`src/rtl/level_sensor_encoder.sv`:
```
`default_nettype none
// =============================================================================
// Module : level_sensor_encoder
// Probe sync/debounce/encode front end with a hysteretic fill-valve FSM.
// Optional build macro: FILL_TIMEOUT_EN (bounds the time spent in FILL).
// Rev    : 1.0
// =============================================================================
module level_sensor_encoder #(
  parameter int DEB_TICKS     = 16,
  parameter int CNT_W         = 8,
  parameter int TIMEOUT_TICKS = 200
) (
  input  logic       clk,
  input  logic       rst_n,
  input  logic       l_raw_i,
  input  logic       m_raw_i,
  input  logic       h_raw_i,
  input  logic       sample_en_i,
  output logic       l_o,
  output logic       m_o,
  output logic       h_o,
  output logic [1:0] level_o,
  output logic       err_o,
  output logic       vs_o,
  output logic       busy_o
);

  localparam logic [1:0]       ST_IDLE  = 2'd0;
  localparam logic [1:0]       ST_FILL  = 2'd1;
  localparam logic [1:0]       ST_FAULT = 2'd2;
  localparam logic [CNT_W-1:0] DEB_LAST = CNT_W'(DEB_TICKS - 1);

  logic [2:0]       meta_q, sync_q;
  logic [2:0]       cand_q, cand_d;
  logic [CNT_W-1:0] deb_cnt_q, deb_cnt_d;
  logic             done_q, done_d;
  logic             commit_d;
  logic             vec_valid_d;
  logic [1:0]       vec_level_d;
  logic [2:0]       hml_q;
  logic [1:0]       level_q;
  logic             inv_err_q;
  logic             tmo_fault_d;
  logic             err_d;
  logic [1:0]       state_q, state_d;

  always_ff @(posedge clk or negedge rst_n) begin
    if (!rst_n) begin
      meta_q <= 3'b000;
      sync_q <= 3'b000;
    end else begin
      meta_q <= {h_raw_i, m_raw_i, l_raw_i};
      sync_q <= meta_q;
    end
  end

  // A candidate commits once, on the tick after its count saturates.
  always_comb begin
    cand_d    = cand_q;
    deb_cnt_d = deb_cnt_q;
    done_d    = done_q;
    commit_d  = 1'b0;
    if (sample_en_i) begin
      if (sync_q != cand_q) begin
        cand_d    = sync_q;
        deb_cnt_d = '0;
        done_d    = 1'b0;
      end else if (deb_cnt_q < DEB_LAST) begin
        deb_cnt_d = deb_cnt_q + 1'b1;
      end else if (!done_q) begin
        commit_d = 1'b1;
        done_d   = 1'b1;
      end
    end
  end

  always_ff @(posedge clk or negedge rst_n) begin
    if (!rst_n) begin
      cand_q    <= 3'b000;
      deb_cnt_q <= '0;
      done_q    <= 1'b0;
    end else begin
      cand_q    <= cand_d;
      deb_cnt_q <= deb_cnt_d;
      done_q    <= done_d;
    end
  end

  always_comb begin
    vec_valid_d = 1'b1;
    vec_level_d = 2'b00;
    case (cand_q)
      3'b000:  vec_level_d = 2'b00;
      3'b001:  vec_level_d = 2'b01;
      3'b011:  vec_level_d = 2'b10;
      3'b111:  vec_level_d = 2'b11;
      default: vec_valid_d = 1'b0;
    endcase
  end

  // Invalid vectors flag an error but leave the last valid level in place.
  always_ff @(posedge clk or negedge rst_n) begin
    if (!rst_n) begin
      hml_q     <= 3'b000;
      level_q   <= 2'b00;
      inv_err_q <= 1'b0;
    end else if (commit_d) begin
      if (vec_valid_d) begin
        hml_q     <= cand_q;
        level_q   <= vec_level_d;
        inv_err_q <= 1'b0;
      end else begin
        inv_err_q <= 1'b1;
      end
    end
  end

`ifdef FILL_TIMEOUT_EN
  localparam logic [CNT_W-1:0] TMO_LAST = CNT_W'(TIMEOUT_TICKS - 1);

  logic [CNT_W-1:0] tmo_cnt_q;
  logic             tmo_fault_q;

  always_ff @(posedge clk or negedge rst_n) begin
    if (!rst_n) begin
      tmo_cnt_q   <= '0;
      tmo_fault_q <= 1'b0;
    end else begin
      if (state_q != ST_FILL) begin
        tmo_cnt_q <= '0;
      end else if (sample_en_i && (tmo_cnt_q != TMO_LAST)) begin
        tmo_cnt_q <= tmo_cnt_q + 1'b1;
      end
      // Only a confirmed full tank releases a latched timeout.
      if (commit_d && vec_valid_d && (vec_level_d == 2'b11)) begin
        tmo_fault_q <= 1'b0;
      end else if ((state_q == ST_FILL) && sample_en_i && (tmo_cnt_q == TMO_LAST)) begin
        tmo_fault_q <= 1'b1;
      end
    end
  end

  assign tmo_fault_d = tmo_fault_q;
`else
  assign tmo_fault_d = (TIMEOUT_TICKS < 0);
`endif

  assign err_d = inv_err_q | tmo_fault_d;

  always_ff @(posedge clk or negedge rst_n) begin
    if (!rst_n) state_q <= ST_IDLE;
    else        state_q <= state_d;
  end

  // Level only moves on a commit, so evaluating continuously is equivalent.
  always_comb begin
    state_d = state_q;
    case (state_q)
      ST_IDLE: begin
        if (err_d)                  state_d = ST_FAULT;
        else if (level_q <= 2'b01)  state_d = ST_FILL;
      end
      ST_FILL: begin
        if (err_d)                  state_d = ST_FAULT;
        else if (level_q == 2'b11)  state_d = ST_IDLE;
      end
      ST_FAULT: begin
        if (!err_d)                 state_d = ST_IDLE;
      end
      default:                      state_d = ST_IDLE;
    endcase
  end

  always_comb begin
    busy_o = (state_q == ST_FILL);
    vs_o   = (state_q == ST_FILL) && !err_d;
  end

  assign l_o     = hml_q[0];
  assign m_o     = hml_q[1];
  assign h_o     = hml_q[2];
  assign level_o = level_q;
  assign err_o   = err_d;

endmodule
`default_nettype wire

```
`config.mk`:
```
export PLATFORM = sky130hd
export DESIGN_NAME = level_sensor_encoder
export DESIGN_NICKNAME = d
export VERILOG_FILES = /design/src/rtl/level_sensor_encoder.sv
export SDC_FILE = /design/constraint.sdc
export NUM_CORES = 1
export LEC_CHECK = 0
export BUFFER_PORTS_ARGS = -buffer_cell sky130_fd_sc_hd__clkbuf_2
export CAP_MARGIN = 20
export CORE_ASPECT_RATIO = 0.75
export CORE_UTILIZATION = 45
export DETAILED_ROUTE_END_ITERATION = 10
export SYNTH_ARGS = -nofsm -noshare
export SYNTH_HDL_FRONTEND = slang
export SYNTH_SLANG_ARGS = --single-unit
```
`constraint.sdc`:
```
create_clock -name clk -period 2.5 [get_ports clk]
set_input_delay 0.25 -clock clk [delete_from_list [all_inputs] [get_ports clk]]
set_output_delay 0.25 -clock clk [all_outputs]
set_load 0.05 [all_outputs]
```
* After elaboration in Yosys (flattened, before gate mapping)
Index checks and enable logic that the tools add are counted.
Widths: inputs -> output; s select.
** Storage, ports and cells
- Flip-flop bits (word level) :: 26
- Latch bits :: 0
- Bits in writable memories :: 0
- Memory bits (read-only) :: 0
- Output and inout port bits :: 8
- Logic and storage cells :: 51
- Memories kept :: 0
** Cells by class
- $add $sub $neg :: 1
- $mul :: 0
- Div/mod/pow operators :: 0
- Magnitude comparators :: 2
- Equal/unequal tests :: 11
- Shift-type cells :: 0
- Mux-type cells :: 17
- Bitwise gates (word level) :: 0
- Reductions and logical operators :: 11
** Operator list (number)
- $mux 8 :: 2
- $pmux 2 s3 :: 2
- $mux 2 :: 5
- $add 8x1->8 const B :: 1
- $lt 8x4->1 const B :: 1
- $mux 1 :: 8
- $reduce_and 2->1 :: 4
- $eq 2x2->1 const B :: 2
- $ne 2x2->1 const B :: 2
- $reduce_or 4->1 :: 1
- $eq 3x1->1 const B :: 1
- $eq 3x2->1 const B :: 1
- $eq 3x3->1 const B :: 1
- $logic_not 3->1 :: 1
- $ne 3x1->1 const B :: 1
- $ne 3x3->1 :: 1
- $ne 3x3->1 const B :: 1
- $reduce_and 3->1 :: 1
- $eq 2x1->1 const B :: 1
- $le 2x1->1 const B :: 1
- $logic_not 2->1 :: 1
- $reduce_bool 2->1 :: 1
- $logic_and 1x1->1 :: 1
- $logic_not 1->1 :: 1

* Depth between registers and ports, before layout
- Word-level depth :: 5
- Depth in mapped cells :: 5

* Worst setup path after synthesis
No wires, ideal clock.
- Path type :: flip-flop to output port
- From :: reg inv_err_q, in the netlist err_o
- To :: out vs_o
- Arrival time :: 1.812 ns
- Slack :: 0.438 ns
- Stages on the path, launching flop included :: 2
- Buffers on the path :: 0
- Path through :: dfrtp_1 -> nor3b_1
** On the way
- Cells in the longest elaborated chain, start to end :: 2
** Ends and longest elaborated chain
- start, declared :: line 42 : logic inv_err_q;
- start signal, assigned :: line 106 : inv_err_q <= 1'b0;
- start signal, assigned :: line 111 : inv_err_q <= 1'b0;
- start signal, assigned :: line 113 : inv_err_q <= 1'b1;
- $logic_not 1->1 :: line 176 : vs_o = (state_q == ST_FILL) && !err_d;
- $logic_and 1x1->1 :: line 176
- end, declared :: line 24 : output logic vs_o,
No other way between the ends.

* Final worst setup path
- From :: reg deb_cnt_q[0]
- To :: reg hml_q[1]
** On the way
- Cells in the longest elaborated chain, start to end :: 5
** Ends and longest elaborated chain
- start, declared :: line 35 : logic [CNT_W-1:0] deb_cnt_q, deb_cnt_d;
- start signal, assigned :: line 84 : deb_cnt_q <= deb_cnt_d;
- $lt 8x4->1 :: line 68 : end else if (deb_cnt_q < DEB_LAST) begin
- $mux 1 :: line 68
- $mux 1 :: line 64 : if (sync_q != cand_q) begin
- $mux 1 :: line 63 : if (sample_en_i) begin
- $reduce_and 2->1 (no line)
- end signal, assigned :: line 109 : hml_q <= cand_q;
- end, declared :: line 40 : logic [2:0] hml_q;
No other way between the ends.
A chain may end at the register's enable or synchronous reset.

==> metrics.txt <==
Seq/Total Area, Yosys a little under three fifths; Setup Crit Path Kind reg2reg; antenna fix cells 0; Tcrit/Tclk final 70.0%; synthesized flop and latch total 26; clock sink total 26; global-route wire length before repair 3150 um; layout cells sized above 1 between 20% and 30%; Fillers 220; status completed; Root Buffer clkbuf_4; synth top area cells dfrtp_1 (56%), mux2_2 (2.9%), xnor2_4 (2.4%); critical path's slowest cell or4b_4; mean number of vias per cell between 5 and 6; overall global routing resource usage 16.0%; io pins 14; Post-synth EDFFs 0; vias post-DR between 700 and 800; Worst Skew approximately 0.011 ns; NetSw about 0.18 mW; post-CTS setup buffer count 0; area fraction of the dominant cell type after synthesis between 50% and 60%; Top FF cell, synth dfrtp_1; Slew headroom between 50% and 60%; Post-Syn Area around 1200 um2; Clock power frac about 28%; worst skew pair latency approximately 0.32 ns; Startpoint Class flip-flop; synth warn 0; peak fanout along the critical path 8; Hold Path End meta_q[0]; drt wl/cell roughly 13 um; TNS Setup 0 ns; initial antenna violation count 0; IO Port Bufs 13; asr flop ratio synth 100%; RD Place Congestion 0.800; Final ANT Viol Nets 0; Sw Ratio around 24%; r2r setup slk 0.75 ns; crit end category flip-flop; Layout area overhead 12.9%; CTS Buf Count 3; Reg-to-Reg Start deb_cnt_q[0]; Worst EP arrival roughly 2.0 ns; Worst Max-Slew Pin Slew 0.638 ns; final max-slew violation count 0; hold crit path type in2reg; Nets approximately 130; crit-path max cell delay ~0.53 ns; LEAKAGE 0.616 nW; routed wire length roughly 1900 um; post-detail-place hpwl between 1000 and 1500 um; Pwr Density around 560 nW/um2; unrepaired setup endpoints after global routing false; Post-Syn Instances 100; HP Start l_raw_i; CTS tree done; Worst Reg-to-Reg Cells 5; Final Setup Violations 0; first-pass detailed-route iteration total 3; core area 2360 um2; most common library cells after synthesis dfrtp_1 (26), inv_1 (7), nand2_1 (5); Final Core Density 55.3%; Die X-Extent about 61 um; sequential power share around three fifths; Syn Nets roughly 110; Die Span Y roughly 46 um; Final Hold Vio Count 0; synth unique cells 40; full die area about 2800 um2; Int Pwr around 0.55 mW; largest net degree at the start of global routing 27; min Tclk post-route about 1.7 ns; critical path, cell by cell ha_1 > and3_1 > o21ai_4 > or4b_4 > o211ai_1; # rows 15; DR DRC count 0; Hold Path Stages 1; Clock transition at path regs roughly 0.14 ns; grt total ovfl 0; power share of the combinational group between 10% and 20%; Clock Path Buffers 2; Yosys top cell by area dfrtp_1; H-tree depth 1; Avg Cell Area, Syn ~12 um2; vias in the first global route ~700; WP data required around 2.8 ns; most frequent cell after synthesis dfrtp_1; Starting Density 49.0%; FF-to-FF End hml_q[1]; VDD IR max approximately 350 uV; FMAX ~0.57 GHz; Max Cap Viol 0; initial drt markers between 40 and 50
[cells in the final DEF, fill, tap and decap left out, types with 2 or more instances in the layout]
cell,count
and3_2,2
nor2_1,4
and2_1,4
nor3_1,4
nand3_1,4
mux2_2,3
dfrtp_1,26
nor2b_1,2
clkbuf_2,13
o211ai_1,2
inv_1,7
nand2_1,5
a21oi_1,3
nor4_1,2
o21ai_0,4
dlygate4sd3_1,2
o22ai_1,3
clkbuf_4,3
[per-layer routing]
| metal | up-vias | global-route usage, % | wire [um] |
|---|---|---|---|
| met4 | 0 | 2.73 | 15 |
| met2 | 15 | 23.5 | 845 |
| met5 | - | 0 | 0 |
| met1 | 382 | 22.8 | 985 |
| met3 | 2 | 5.97 | 67 |
| li1 | 395 | - | - |
[power groups by stage]
stage | logic, mW | registers (mW) | clock network, mW
2_1_floorplan | 0.0581 | 0.452 | 0
3_3_place_gp | 0.0709 | 0.458 | 0
3_5_place_dp | 0.0716 | 0.459 | 0
4_1_cts | 0.0735 | 0.451 | 0.217
5_1_grt | 0.0825 | 0.454 | 0.237
6_report | 0.0734 | 0.451 | 0.208
[cells by family after synthesis]
kind of cell | count (synthesis) | synth area share, %
and+or+nand+nor | 36 | 18.6
DFF | 26 | 56.2
AOI/OAI and AO/OA | 21 | 12.3
buffers and inverters | 9 | 3.56
muxes | 4 | 3.78
xor gates and xnor gates | 3 | 4.54
adders and majority gates | 1 | 1.08
[worst max-delay path: cells and delay by family (launching register included)]
family	cells	cell delay [ns]
AOI/OAI and AO/OA	2	0.29
adders and majority gates	1	0.19
and+or+nand+nor	2	0.78
DFF	1	0.41
[per-stage QoR]
| stage | std cells | instance area [um2] | worst slack, ns | hold slack, ns | power (mW) |
|---|---|---|---|---|---|
| 6_report | 151 | 1310 | 0.751 | 0.0347 | 0.731 |
| 5_1_grt | 151 | 1310 | 0.659 | 0.0000652 | 0.773 |
| 4_1_cts | 150 | 1300 | 0.746 | 0.0216 | 0.742 |
| 3_5_place_dp | 145 | 1250 | 0.777 | 0.305 | 0.531 |
| 3_3_place_gp | 145 | 1250 | 0.812 | 0.297 | 0.529 |
| 2_1_floorplan | 100 | 1160 | 0.438 | -0.0456 | 0.510 |
[area by class of cell]
| cell class | count | area (um2) | area share [%] |
|---|---|---|---|
| sequential | 26 | 651 | 49.8 |
| multi-input combinational | 65 | 467 | 35.7 |
| timing repair buffer | 15 | 85.1 | 6.51 |
| tap | 34 | 42.5 | 3.25 |
| clock buffer | 4 | 36.3 | 2.78 |
| inverter | 7 | 26.3 | 2.01 |
[flip-flops by register name, summed over array words and instances (netlist names)]
register   count
sync_q         3
err_o          1
hml_q          3
cand_q         3
level_o        2
deb_cnt_q      8
state_q        2
done_q         1
meta_q         3
[worst max path at each step]
stage	from	endpoint	slack [ns]	cells past startpoint
global route	deb_cnt_q[0]	level_o[1]	0.66	5
detailed placement	deb_cnt_q[0]	level_o[1]	0.78	5
finish	deb_cnt_q[0]	hml_q[1]	0.75	5
global placement	deb_cnt_q[0]	level_o[1]	0.81	5
floorplan	err_o	vs_o	0.44	1
CTS	deb_cnt_q[0]	level_o[1]	0.75	5
[timing repair]
item,in CTS,in global routing
resized for setup,0,0
hold buffers,1,1
hold endpoints to repair,26,1
Note: power is estimated with default switching activity, not from simulation.
